--- src/rtl/sram_ctrl_pkg.sv ---
// Shared constants and request type for the 512x64 single-port SRAM macro interface.
package sram_ctrl_pkg;

    localparam int SRAM_WIDTH      = 64;
    localparam int SRAM_ADDR_WIDTH = 9;
    localparam int SRAM_DEPTH      = 512;

    localparam logic [1:0] SRAM_RTSEL_DEF = 2'b00;
    localparam logic [1:0] SRAM_WTSEL_DEF = 2'b00;

    typedef struct packed {
        logic                       write;
        logic [SRAM_ADDR_WIDTH-1:0] addr;
        logic [SRAM_WIDTH-1:0]      data;
        logic [SRAM_WIDTH-1:0]      bmask;
    } sram_req_t;

endpackage

--- src/rtl/sram_rsp_fifo.sv ---
// Small synchronous FIFO holding read responses the consumer has not yet taken.
// Storage is deliberately left unreset; only pointers and occupancy are cleared.
module sram_rsp_fifo #(
    parameter int WIDTH = 64,
    parameter int DEPTH = 2
) (
    input  logic                       clk,
    input  logic                       reset,
    input  logic                       push,
    input  logic [WIDTH-1:0]           wdata,
    input  logic                       pop,
    output logic [WIDTH-1:0]           rdata,
    output logic                       full,
    output logic                       empty,
    output logic [$clog2(DEPTH+1)-1:0] count
);

    localparam int CW = $clog2(DEPTH + 1);
    localparam int PW = (DEPTH > 1) ? $clog2(DEPTH) : 1;
    localparam logic [PW-1:0] LAST    = PW'(DEPTH - 1);
    localparam logic [CW-1:0] DEPTH_C = CW'(DEPTH);

    logic [WIDTH-1:0] mem [DEPTH];
    logic [PW-1:0]    wr_ptr;
    logic [PW-1:0]    rd_ptr;
    logic             do_push;
    logic             do_pop;

    assign empty   = (count == '0);
    assign full    = (count == DEPTH_C);
    assign do_pop  = pop && !empty;
    // A push into a full FIFO is only accepted when the head leaves in the same cycle.
    assign do_push = push && (!full || do_pop);
    assign rdata   = mem[rd_ptr];

    always_ff @(posedge clk) begin
        if (reset) begin
            wr_ptr <= '0;
            rd_ptr <= '0;
            count  <= '0;
        end else begin
            if (do_push) wr_ptr <= (wr_ptr == LAST) ? '0 : wr_ptr + 1'b1;
            if (do_pop)  rd_ptr <= (rd_ptr == LAST) ? '0 : rd_ptr + 1'b1;
            case ({do_push, do_pop})
                2'b10:   count <= count + 1'b1;
                2'b01:   count <= count - 1'b1;
                default: count <= count;
            endcase
        end
    end

    always_ff @(posedge clk) begin
        if (do_push) mem[wr_ptr] <= wdata;
    end

endmodule

--- src/rtl/sram_req_ctrl.sv ---
// Request-side controller for the single-port SRAM macro with credit-gated read responses.
// Optional performance counters are enabled by defining SRAM_REQ_CTRL_PERF_EN.
module sram_req_ctrl
    import sram_ctrl_pkg::*;
#(
    parameter int         WIDTH      = SRAM_WIDTH,
    parameter int         ADDR_WIDTH = SRAM_ADDR_WIDTH,
    parameter int         RSP_DEPTH  = 2,
    parameter logic [1:0] RTSEL_VAL  = SRAM_RTSEL_DEF,
    parameter logic [1:0] WTSEL_VAL  = SRAM_WTSEL_DEF
) (
    input  logic                  clk,
    input  logic                  reset,
    input  logic                  req_valid,
    output logic                  req_ready,
    input  logic                  req_write,
    input  logic [ADDR_WIDTH-1:0] req_addr,
    input  logic [WIDTH-1:0]      req_data,
    input  logic [WIDTH-1:0]      req_bmask,
    output logic                  rsp_valid,
    input  logic                  rsp_ready,
    output logic [WIDTH-1:0]      rsp_data,
    output logic                  sram_ceb,
    output logic                  sram_web,
    output logic [ADDR_WIDTH-1:0] sram_a,
    output logic [WIDTH-1:0]      sram_d,
    output logic [WIDTH-1:0]      sram_bweb,
    output logic [1:0]            sram_rtsel,
    output logic [1:0]            sram_wtsel,
    input  logic [WIDTH-1:0]      sram_q
`ifdef SRAM_REQ_CTRL_PERF_EN
    ,
    output logic [31:0]           perf_rd_cnt,
    output logic [31:0]           perf_wr_cnt,
    output logic [31:0]           perf_stall_cnt
`endif
);

    localparam int CW = $clog2(RSP_DEPTH + 1);
    localparam logic [CW:0] CREDITS = (CW + 1)'(RSP_DEPTH);

    logic          fire;
    logic          rd_fire;
    logic          inflight_p1;
    logic          fifo_push;
    logic          fifo_pop;
    logic          fifo_full;
    logic          fifo_empty;
    logic [CW-1:0] fifo_count;
    logic [WIDTH-1:0] fifo_head;
    logic [CW:0]   used;

    // Every accepted read owns a slot until its data is handed to the consumer.
    assign used      = {1'b0, fifo_count} + {{CW{1'b0}}, inflight_p1};
    assign req_ready = !reset && !fifo_full && (used < CREDITS);
    assign fire      = req_valid && req_ready;
    assign rd_fire   = fire && !req_write;

    assign sram_ceb   = ~fire;
    assign sram_web   = ~req_write;
    assign sram_a     = req_addr;
    assign sram_d     = req_data;
    assign sram_bweb  = ~req_bmask;
    assign sram_rtsel = RTSEL_VAL;
    assign sram_wtsel = WTSEL_VAL;

    // Stage p1: macro output is valid one cycle after a read fire.
    always_ff @(posedge clk) begin
        if (reset) inflight_p1 <= 1'b0;
        else       inflight_p1 <= rd_fire;
    end

    // Empty FIFO lets sram_q bypass straight out; otherwise it queues behind the head.
    assign rsp_valid = !reset && (inflight_p1 || !fifo_empty);
    assign rsp_data  = fifo_empty ? sram_q : fifo_head;
    assign fifo_push = !reset && inflight_p1 && !(fifo_empty && rsp_ready);
    assign fifo_pop  = !reset && !fifo_empty && rsp_ready;

    sram_rsp_fifo #(
        .WIDTH (WIDTH),
        .DEPTH (RSP_DEPTH)
    ) u_rsp_fifo (
        .clk   (clk),
        .reset (reset),
        .push  (fifo_push),
        .wdata (sram_q),
        .pop   (fifo_pop),
        .rdata (fifo_head),
        .full  (fifo_full),
        .empty (fifo_empty),
        .count (fifo_count)
    );

`ifdef SRAM_REQ_CTRL_PERF_EN
    always_ff @(posedge clk) begin
        if (reset) begin
            perf_rd_cnt    <= '0;
            perf_wr_cnt    <= '0;
            perf_stall_cnt <= '0;
        end else begin
            if (rd_fire)                perf_rd_cnt    <= perf_rd_cnt + 32'd1;
            if (fire && req_write)      perf_wr_cnt    <= perf_wr_cnt + 32'd1;
            if (req_valid && !req_ready) perf_stall_cnt <= perf_stall_cnt + 32'd1;
        end
    end
`endif

endmodule

--- config.mk ---
export PLATFORM = sky130hd
export DESIGN_NAME = sram_req_ctrl
export DESIGN_NICKNAME = d
export VERILOG_FILES = /design/src/rtl/sram_ctrl_pkg.sv /design/src/rtl/sram_rsp_fifo.sv /design/src/rtl/sram_req_ctrl.sv
export SDC_FILE = /design/constraint.sdc
export NUM_CORES = 1
export LEC_CHECK = 0
export BUFFER_PORTS_ARGS = -buffer_cell sky130_fd_sc_hd__buf_4
export CELL_PAD_IN_SITES_DETAIL_PLACEMENT = 1
export CELL_PAD_IN_SITES_GLOBAL_PLACEMENT = 2
export CORE_MARGIN = 2
export CORE_UTILIZATION = 24
export DETAILED_ROUTE_END_ITERATION = 10
export GPL_TIMING_DRIVEN = 0
export HOLD_SLACK_MARGIN = 0.02
export PLACE_DENSITY_LB_ADDON = 0.1
export SLEW_MARGIN = 5
export SYNTH_ARGS = -nofsm -noshare
export SYNTH_HDL_FRONTEND = slang
export SYNTH_SLANG_ARGS = --single-unit
export TNS_END_PERCENT = 5
--- constraint.sdc ---
create_clock -name clk -period 5.9 [get_ports clk]
set_clock_uncertainty 0.15 [all_clocks]
set_input_delay 0.59 -clock clk [delete_from_list [all_inputs] [get_ports clk]]
set_output_delay 0.59 -clock clk [all_outputs]
set_load 0.02 [all_outputs]
# Word-level counts from Yosys, hierarchy flattened
# Memories as Yosys holds them, arrays and structs flattened. A register that Yosys moved wholly into a read port is not among the register bits.
# Index checks and enable logic that the tools add are counted.
# Widths: inputs -> output; s select.
dict set report totals {
  ff_bits 5
  latchBits 0
  mem_bits_rw 128
  rom_bits 0
  inputBits 206
  output_inout_bits 209
  mem_count 1
}
dict set report classes {
  n_addsub 5
  mul 0
  n_div 0
  n_lt_le_gt_ge 1
  eq_ne 3
  shift 0
  mux 8
  bitwise 3
  reduce_logical 21
}
# memory words width read_ports rd_clocked_by_memory_dff write_ports line
set memory_table {}
lappend memory_table {u_rsp_fifo.mem 2 64 1 1 1 sram_rsp_fifo.sv:23} ;# logic [WIDTH-1:0] mem [DEPTH];
# cell n
set ops {}
lappend ops {{$mux 64} 1}
lappend ops {{$not 64->64} 1}
lappend ops {{$logic_and 1x1->1} 12}
lappend ops {{$mux 1} 6}
lappend ops {{$logic_not 1->1} 5}
lappend ops {{$eq 2x2->1 const B} 2}
lappend ops {{$pmux 2 s2} 1}
lappend ops {{$add 2x1->3} 1}
lappend ops {{$lt 3x2->1 const B} 1}
lappend ops {{$add 1x1->1 const B} 2}
lappend ops {{$add 2x1->2 const B} 1}
lappend ops {{$eq 2x1->1 const B} 1}
lappend ops {{$logic_not 2->1} 1}
lappend ops {{$logic_or 1x1->1} 2}
lappend ops {{$not 1->1} 2}
lappend ops {{$reduce_bool 2->1} 1}
lappend ops {{$sub 2x1->2 const B} 1}

# Longest topological paths before layout
# Gate-level depths: netlist of the first run.
dict set report depth {
  depth_word 9
  depth_mapped 7
  ltp_nobuf 6
}

# Cells and area by module
# A second synthesis of the first run with hierarchy kept.
dict set report hier_totals {
  hier_cells 451
  hier_area_um2 6648.9
}
# module instances cells_per_inst area_each_um2 seq_area_each_um2
set modules_own_cells {}
lappend modules_own_cells {sram_rsp_fifo 1 229 4885.9 3943.8}
lappend modules_own_cells {sram_req_ctrl 1 222 1762.9 20.0}

# Worst setup path after synthesis of the first run
# Ideal clock, no wire load.
dict set report synth_path {
  kind {input-to-reg}
  startpoint {input port rsp_ready}
  endpoint {memory u_rsp_fifo.mem[0][0], enable pin}
  arrival_ps 3610
  t_required_ps 5264
  slack_ps 1653
  stages 3
  path_buffers 0
  path_cell_list {xnor2_1 -> o21ai_0 -> nor2_1}
}
dict set report synth_between {
  elab_chain_len 6
  word_cells_on_any_way 9
  cone_classes {2 x mux; 7 x reduce/logical}
}
# element line
set synth_rtl {}
lappend synth_rtl {{from (decl)} sram_req_ctrl.sv:21} ;# input logic rsp_ready,
lappend synth_rtl {{$logic_and 1x1->1, on equally long branches} {sram_req_ctrl.sv:76, sram_req_ctrl.sv:77}}
lappend synth_rtl {{$logic_not 1->1 / $logic_and 1x1->1 (equally long branches)} {sram_req_ctrl.sv:76, sram_rsp_fifo.sv:31}}
lappend synth_rtl {{$logic_and 1x1->1 / $logic_or 1x1->1 (equally long branches)} {sram_req_ctrl.sv:76, sram_rsp_fifo.sv:33}}
lappend synth_rtl {{$logic_and 1x1->1 (*)} sram_rsp_fifo.sv:33} ;# assign do_push = push && (!full || do_pop);
lappend synth_rtl {{$mux 1 (*)} sram_rsp_fifo.sv:53} ;# if (do_push) mem[wr_ptr] <= wdata;
lappend synth_rtl {{$mux 1 (not written as such) (*)} sram_rsp_fifo.sv:53}
lappend synth_rtl {{to (decl)} sram_rsp_fifo.sv:23}
# Mark *: on every way between the ends. The rest lies on a longest branch, timed or not.

# Worst setup path after layout of the first run
dict set report layout_path {
  startpoint {register u_rsp_fifo.count[1]}
  endpoint {output port rsp_data[11]}
}
dict set report layout_between {
  elab_chain_len 2
}
# element line
set layout_rtl {}
lappend layout_rtl {{from (decl)} sram_rsp_fifo.sv:15} ;# output logic [$clog2(DEPTH+1)-1:0] count
lappend layout_rtl {{from (signal assigned)} sram_rsp_fifo.sv:45} ;# 2'b10: count <= count + 1'b1;
lappend layout_rtl {{from (signal assigned)} sram_rsp_fifo.sv:46} ;# 2'b01: count <= count - 1'b1;
lappend layout_rtl {{from (signal assigned)} sram_rsp_fifo.sv:47} ;# default: count <= count;
lappend layout_rtl {{$logic_not 2->1} sram_rsp_fifo.sv:29} ;# assign empty = (count == '0);
lappend layout_rtl {{$mux 64} sram_req_ctrl.sv:75} ;# assign rsp_data = fifo_empty ? sram_q : fifo_head;
lappend layout_rtl {{to (decl)} sram_req_ctrl.sv:22} ;# output logic [WIDTH-1:0] rsp_data,
# No other way between the ends.

==> results of run 1 <==
cell type report:
type,instances,area (µm²)
Sequential cell,134,3960
Clock inverter,14,149
Clock buffer,18,429
Fill cell,2903,16000
Inverter,66,248
Timing Repair Buffer,341,2630
Buffer,100,782
Multi-Input combinational cell,225,1420
Tap cell,335,419
routing by layer:
metal	global-route usage	up-vias	part of all wire
met5	0	-	0.00062
met4	0.0491	2	0.017
met3	0.0466	22	0.087
met2	0.255	246	0.54
met1	0.137	2367	0.35
li1	-	2414	-
cell families (layout without fill, tap and decap cells):
kind of cell,after synthesis,in the layout,synth area share
AND/OR/NAND/NOR,82,82,0.0513
XOR/XNOR,4,4,0.00549
multiplexers,64,64,0.100
adder cells (fa/ha/maj),1,1,0.00196
other,1,4,0.000587
AO/OA/AOI/OAI,70,70,0.0584
buffers and inverters,166,539,0.161
flip-flops,134,134,0.621
layout by cell type, fill, tap and decap left out, types with 2 or more instances in the layout:
cell / n
inv_1: 66
buf_16: 2
xnor2_1: 2
xor2_1: 2
clkinv_2: 2
buf_12: 2
buf_4: 415
nor2_4: 2
a21oi_1: 60
edfxtp_1: 128
clkinvlp_4: 3
clkbuf_1: 2
o21ai_0: 3
mux2i_1: 64
conb_1: 4
clkbuf_16: 17
buf_6: 14
inv_6: 5
buf_2: 7
dfxtp_1: 6
bufinv_16: 2
nor2_1: 72
nand3_1: 2
a21oi_2: 5
where the power goes:
group	internal, µW	switching [µW]	leakage [µW]
registers	1050	3.02	0.00120
logic	228	236	0.00291
clock network	626	419	0.000276
per-stage QoR:
stage / area, µm² / hold slack, ns / TNS, ns / std cells
after global placement: 9350 / 0.334 / -76.68 / 1197
after detailed placement: 9460 / 0.346 / 0 / 1201
after global routing: 10000 / 0.176 / 0 / 1233
after floorplan: 6400 / 0.322 / 0 / 525
after CTS: 10000 / 0.180 / 0 / 1233
final: 10000 / 0.191 / 0 / 1233
worst reg2reg max path: stages (launching register included):
cell and delay, ns:
dfxtp_1 0.45, xnor2_1 0.20, o21ai_0 0.29, nor2_4 0.68, buf_12 0.30
how the worst max path moves through the flow:
stage / startpoint / endpoint / cells after the start
floorplan: rsp_ready / u_rsp_fifo.mem[0][0]$_DFFE_PP_ / 3
finish: u_rsp_fifo.count[1]$_SDFFE_PP0P_ / rsp_data[11] / 5
CTS: u_rsp_fifo.count[1]$_SDFFE_PP0P_ / rsp_data[11] / 5
detailed placement: rsp_ready / u_rsp_fifo.mem[1][30]$_DFFE_PP_ / 5
global placement: rsp_ready / u_rsp_fifo.mem[0][30]$_DFFE_PP_ / 4
global route: u_rsp_fifo.count[1]$_SDFFE_PP0P_ / rsp_data[11] / 5
registers in the layout (all words and copies together), names as in the netlist, named ones only:
| register | cells |
|---|---|
| u_rsp_fifo.mem | 128 |
| u_rsp_fifo.count | 2 |
| inflight_p1 | 1 |
| u_rsp_fifo.rd_ptr | 1 |
| u_rsp_fifo.wr_ptr | 1 |
==> out/qor.csv, run 1 <==
stage,metric,value,unit
final_layout,fin util,0.385,
clock_tree,CTS root buf,clkbuf_16,
placed_design,DP Worst Slack,3.15,ns
clock_tree,Post-CTS Setup Inserts,0,
run_status,outcome,completed,
worst_setup_path,WP data required,5.16,ns
global_routing,GRT Resource Usage Total,0.135,
synthesis,synthesized cell area,0.00639,mm²
synthesis,post-synth cell types,25,
die,Core ar.,0.0261,mm²
die,die area,0.0279,mm²
power_and_ir_drop,Max IR drop VDD,0.131,mV
placed_design,Routability Congestion,0.709,
die,Die H,167,µm
synthesis,Synth warnings,0,
job,MaxCap Viol Count,0,
drt,WL final,19400,µm
clock_tree,CTS Buf Count,17,
synthesis,"EDFF count, synth",128,
global_routing,vias in the first global route,5640,
drt,post-route ant nets,0,
worst_hold_path,hold path cells,2,
worst_hold_path,Hold Path Origin,req_write,
clock_tree,Sink Count,134,
synthesis,Synth Area per Inst,12.2,µm²
clock_tree,"CTS clk-pin slew, worst paths",0.06,ns
worst_setup_path,"Cell Chain, Critical Path","or2_4, clkbuf_1, nor2_1, a21oi_1, buf_4",
synthesis,Synth Register Bits,134,
drt,First-pass DRT Iterations,4,
sta,Slew Limit Fails,0,
sta,Max Clock Freq,364,MHz
global_routing,GR Overflow Total,0,
sta,Slew headroom,0.485,
clock_tree,Clock Latency Late Sink,0.42,ns
synthesis,most frequent cell after synthesis,edfxtp_1,
die,starting density of the core,0.245,
drt,initial DRC count,143,
drt,post-DR vias/cell,4.10,
drt,Via Count,5051,
worst_setup_path,FF-to-FF path depth,4,
synthesis,"Async S/R FF share, synth",0,
worst_setup_path,largest incremental delay on the critical path,0.45,ns
global_routing,initial antenna violation count,1,
clock_tree,CTS tree,done,
sta,RSZ-0062 raised after global routing,false,
sta,final setup fails,0,
power_and_ir_drop,Total Power,2560,µW
final_layout,Total Nets Final,1092,
power_and_ir_drop,Pwr Density,255,mW/mm²
clock_tree,CTS max path bufs,2,
worst_setup_path,R2R setup slack,3.51,ns
clock_tree,post-cts resize count,0,
die,IO Pins,415,
worst_setup_path,"Buf+Inv Stages, Crit Path",2,
final_layout,# diodes,0,
global_routing,largest net degree at the start of global routing,28,
final_layout,layout cell share with drive strength beyond 1,0.532,
clock_tree,H-tree depth,4,
synthesis,Most used DFF post-synth,edfxtp_1,
sta,Worst-Margin Slew,0.770,ns
synthesis,share of the synthesized area in the top cell type,0.602,
clock_tree,cts hold-fix bufs,0,
worst_setup_path,critical path class,register to primary output,
global_routing,first-pass GRT wire length,29300,µm
die,Die Wd,167,µm
worst_setup_path,"delay-heaviest family, CP",buffers and inverters,
worst_hold_path,hold path endpoint,inflight_p1$_SDFF_PP0_,
sta,Final Hold Viols,0,
worst_setup_path,CP endpoint kind,primary output,
synthesis,synth cell count leaders,"edfxtp_1 (128), buf_4 (78), nor2_1 (74)",
die,FP Rows,59,
synthesis,Syn Inst Count,522,
sta,setup ws final,3.15,ns
drt,wire per inst,15.7,µm
worst_setup_path,r2r startpoint,u_rsp_fifo.count[1]$_SDFFE_PP0P_,
final_layout,Syn-to-layout area delta,57.1,%
drt,DRC viols,0,
placed_design,IO buf count,337,
synthesis,Synth area leader,edfxtp_1,
sta,Tmin final,2.75,ns
worst_setup_path,crit start category,register,
placed_design,DP HPWL,14800,µm
worst_setup_path,slowest CP cell,dfxtp_1,
power_and_ir_drop,Leak,0.00438,µW
worst_setup_path,worst-path maximum fanout,10,
sta,period utilization,0.466,
worst_setup_path,r2r endpoint,u_rsp_fifo.mem[1][37]$_DFFE_PP_,
synthesis,synth top area cells,"edfxtp_1 (60%), mux2i_1 (10%), buf_4 (9.2%)",
synthesis,"Seq/Total Area, Yosys",0.621,
worst_setup_path,arrival time at the worst endpoint,2.01,ns
worst_hold_path,hold crit path type,input port to register,
Note: power is estimated with default switching activity, not from simulation.
==> inputs of run 2 (changes only) <==
- CORE_UTILIZATION: 24 -> 22
- clock period: 5.9 -> 2.5 ns (I/O delays scaled with it)
==> out/qor.csv, run 2 (synthesized netlist as in run 1, its figures left out) <==
stage,metric,value,unit
global_routing,vias in the first global route,5608,
drt,post-route ant nets,0,
clock_tree,Sink Count,134,
placed_design,DP HPWL,14300,µm
worst_hold_path,hold path cells,3,
worst_setup_path,critical path class,register to register,
sta,final setup fails,0,
worst_setup_path,FF-to-FF path depth,5,
die,Die H,174,µm
sta,setup ws final,0.226,ns
worst_setup_path,CP endpoint kind,register,
placed_design,DP Worst Slack,0.205,ns
worst_setup_path,crit start category,register,
die,die area,0.0304,mm²
global_routing,first-pass GRT wire length,29500,µm
run_status,outcome,completed,
clock_tree,CTS max path bufs,2,
clock_tree,CTS Buf Count,17,
drt,DRC viols,0,
die,Die Wd,174,µm
sta,Tmin final,2.27,ns
placed_design,Routability Congestion,0.700,
worst_setup_path,r2r startpoint,u_rsp_fifo.count[1]$_SDFFE_PP0P_,
final_layout,Total Nets Final,1158,
worst_setup_path,arrival time at the worst endpoint,2.47,ns
global_routing,GRT Resource Usage Total,0.123,
final_layout,max reg flops,128,
drt,Via Count,5280,
final_layout,fin util,0.377,
sta,setup tns final,0,ns
final_layout,# diodes,0,
placed_design,IO buf count,337,
power_and_ir_drop,Pwr Density,584,mW/mm²
global_routing,initial antenna violation count,0,
final_layout,Largest Register,u_rsp_fifo.mem,
sta,Slew Limit Fails,0,
drt,initial DRC count,163,
clock_tree,Post-CTS Setup Inserts,0,
die,IO Pins,415,
worst_setup_path,R2R setup slack,0.23,ns
final_layout,layout cell share with drive strength beyond 1,0.499,
sta,Final Hold Viols,0,
drt,wire per inst,14.4,µm
clock_tree,H-tree depth,4,
sta,Worst-Margin Slew,0.727,ns
clock_tree,CTS tree,done,
clock_tree,CTS root buf,clkbuf_16,
die,starting density of the core,0.223,
worst_hold_path,hold crit path type,input port to register,
sta,Worst Hold Slack,0.0729,ns
sta,Max Clock Freq,440,MHz
job,MaxCap Viol Count,0,
drt,WL final,19400,µm
final_layout,"most common cell after layout, fill and taps aside",buf_4,
worst_setup_path,WP data required,2.69,ns
global_routing,GR Overflow Total,0,
clock_tree,Clock Latency Late Sink,0.41,ns
power_and_ir_drop,Total Power,6300,µW
sta,Slew headroom,0.510,
drt,First-pass DRT Iterations,4,
worst_hold_path,Hold Path Origin,reset,
final_layout,Syn-to-layout area delta,68.8,%
final_layout,most frequent cells in the layout,"buf_4 (415), edfxtp_1 (128), nor2_1 (72)",
worst_setup_path,worst-path maximum fanout,6,
clock_tree,"CTS clk-pin slew, worst paths",0.06,ns
global_routing,largest net degree at the start of global routing,29,
die,FP Rows,62,
drt,post-DR vias/cell,3.92,
die,Core ar.,0.0286,mm²
sta,period utilization,0.909,
power_and_ir_drop,Max IR drop VDD,0.292,mV
final_layout,largest registers,"u_rsp_fifo.mem x128, u_rsp_fifo.count x2",
worst_setup_path,r2r endpoint,u_rsp_fifo.count[1]$_SDFFE_PP0P_,
power_and_ir_drop,Leak,0.00468,µW
sta,RSZ-0062 raised after global routing,false,
worst_hold_path,hold path endpoint,u_rsp_fifo.count[1]$_SDFFE_PP0P_,
## run 2: worst max-delay path, stage by stage, from the launching register on
cell     delay, ns
dfxtp_1       0.42
xnor2_1       0.14
o21ai_0       0.60
ha_1          0.39
or3_1         0.35
a21oi_1       0.15
## run 2: per-stage QoR
stage / instance area, µm² / std cells
6_report: 10800 / 1348
2_1_floorplan: 6400 / 525
5_1_grt: 10800 / 1348
4_1_cts: 10800 / 1348
3_3_place_gp: 9410 / 1246
3_5_place_dp: 9500 / 1250
## run 2: metal layers
layer	global-route usage	wire, µm
met5	0	0
met4	0.0357	193
met3	0.0394	1440
met2	0.228	10400
met1	0.134	7350
## run 2: layout make-up
class	instances	area [µm²]
Clock buffer	17	425
Fill cell	3203	17800
Timing Repair Buffer	407	3270
Buffer	100	783
Sequential cell	134	3960
Clock inverter	15	193
Inverter	66	248
Multi-Input combinational cell	225	1420
Tap cell	384	480
## run 2: worst max-delay path by stage
stage | start | end
finish | u_rsp_fifo.count[1]$_SDFFE_PP0P_ | u_rsp_fifo.count[1]$_SDFFE_PP0P_
global route | u_rsp_fifo.count[1]$_SDFFE_PP0P_ | u_rsp_fifo.count[1]$_SDFFE_PP0P_
CTS | u_rsp_fifo.count[1]$_SDFFE_PP0P_ | rsp_data[17]
detailed placement | u_rsp_fifo.count[1]$_SDFFE_PP0P_ | u_rsp_fifo.count[1]$_SDFFE_PP0P_
global placement | u_rsp_fifo.count[1]$_SDFFE_PP0P_ | u_rsp_fifo.mem[1][28]$_DFFE_PP_
floorplan | u_rsp_fifo.count[1]$_SDFFE_PP0P_ | u_rsp_fifo.mem[1][0]$_DFFE_PP_
## run 2: repair_timing
| item | CTS | global route |
|---|---|---|
| hold buffers | 66 | 0 |
| gates resized for setup | 0 | 2 |
| setup endpoints to repair | 0 | 1 |
| hold endpoints to repair | 129 | 0 |
## run 2: power breakdown
| group | leakage [µW] | switching [µW] | internal, µW |
|---|---|---|---|
| Sequential | 0.00120 | 6.71 | 2480 |
| Clock | 0.000295 | 1030 | 1600 |
| Combinational | 0.00318 | 578 | 605 |
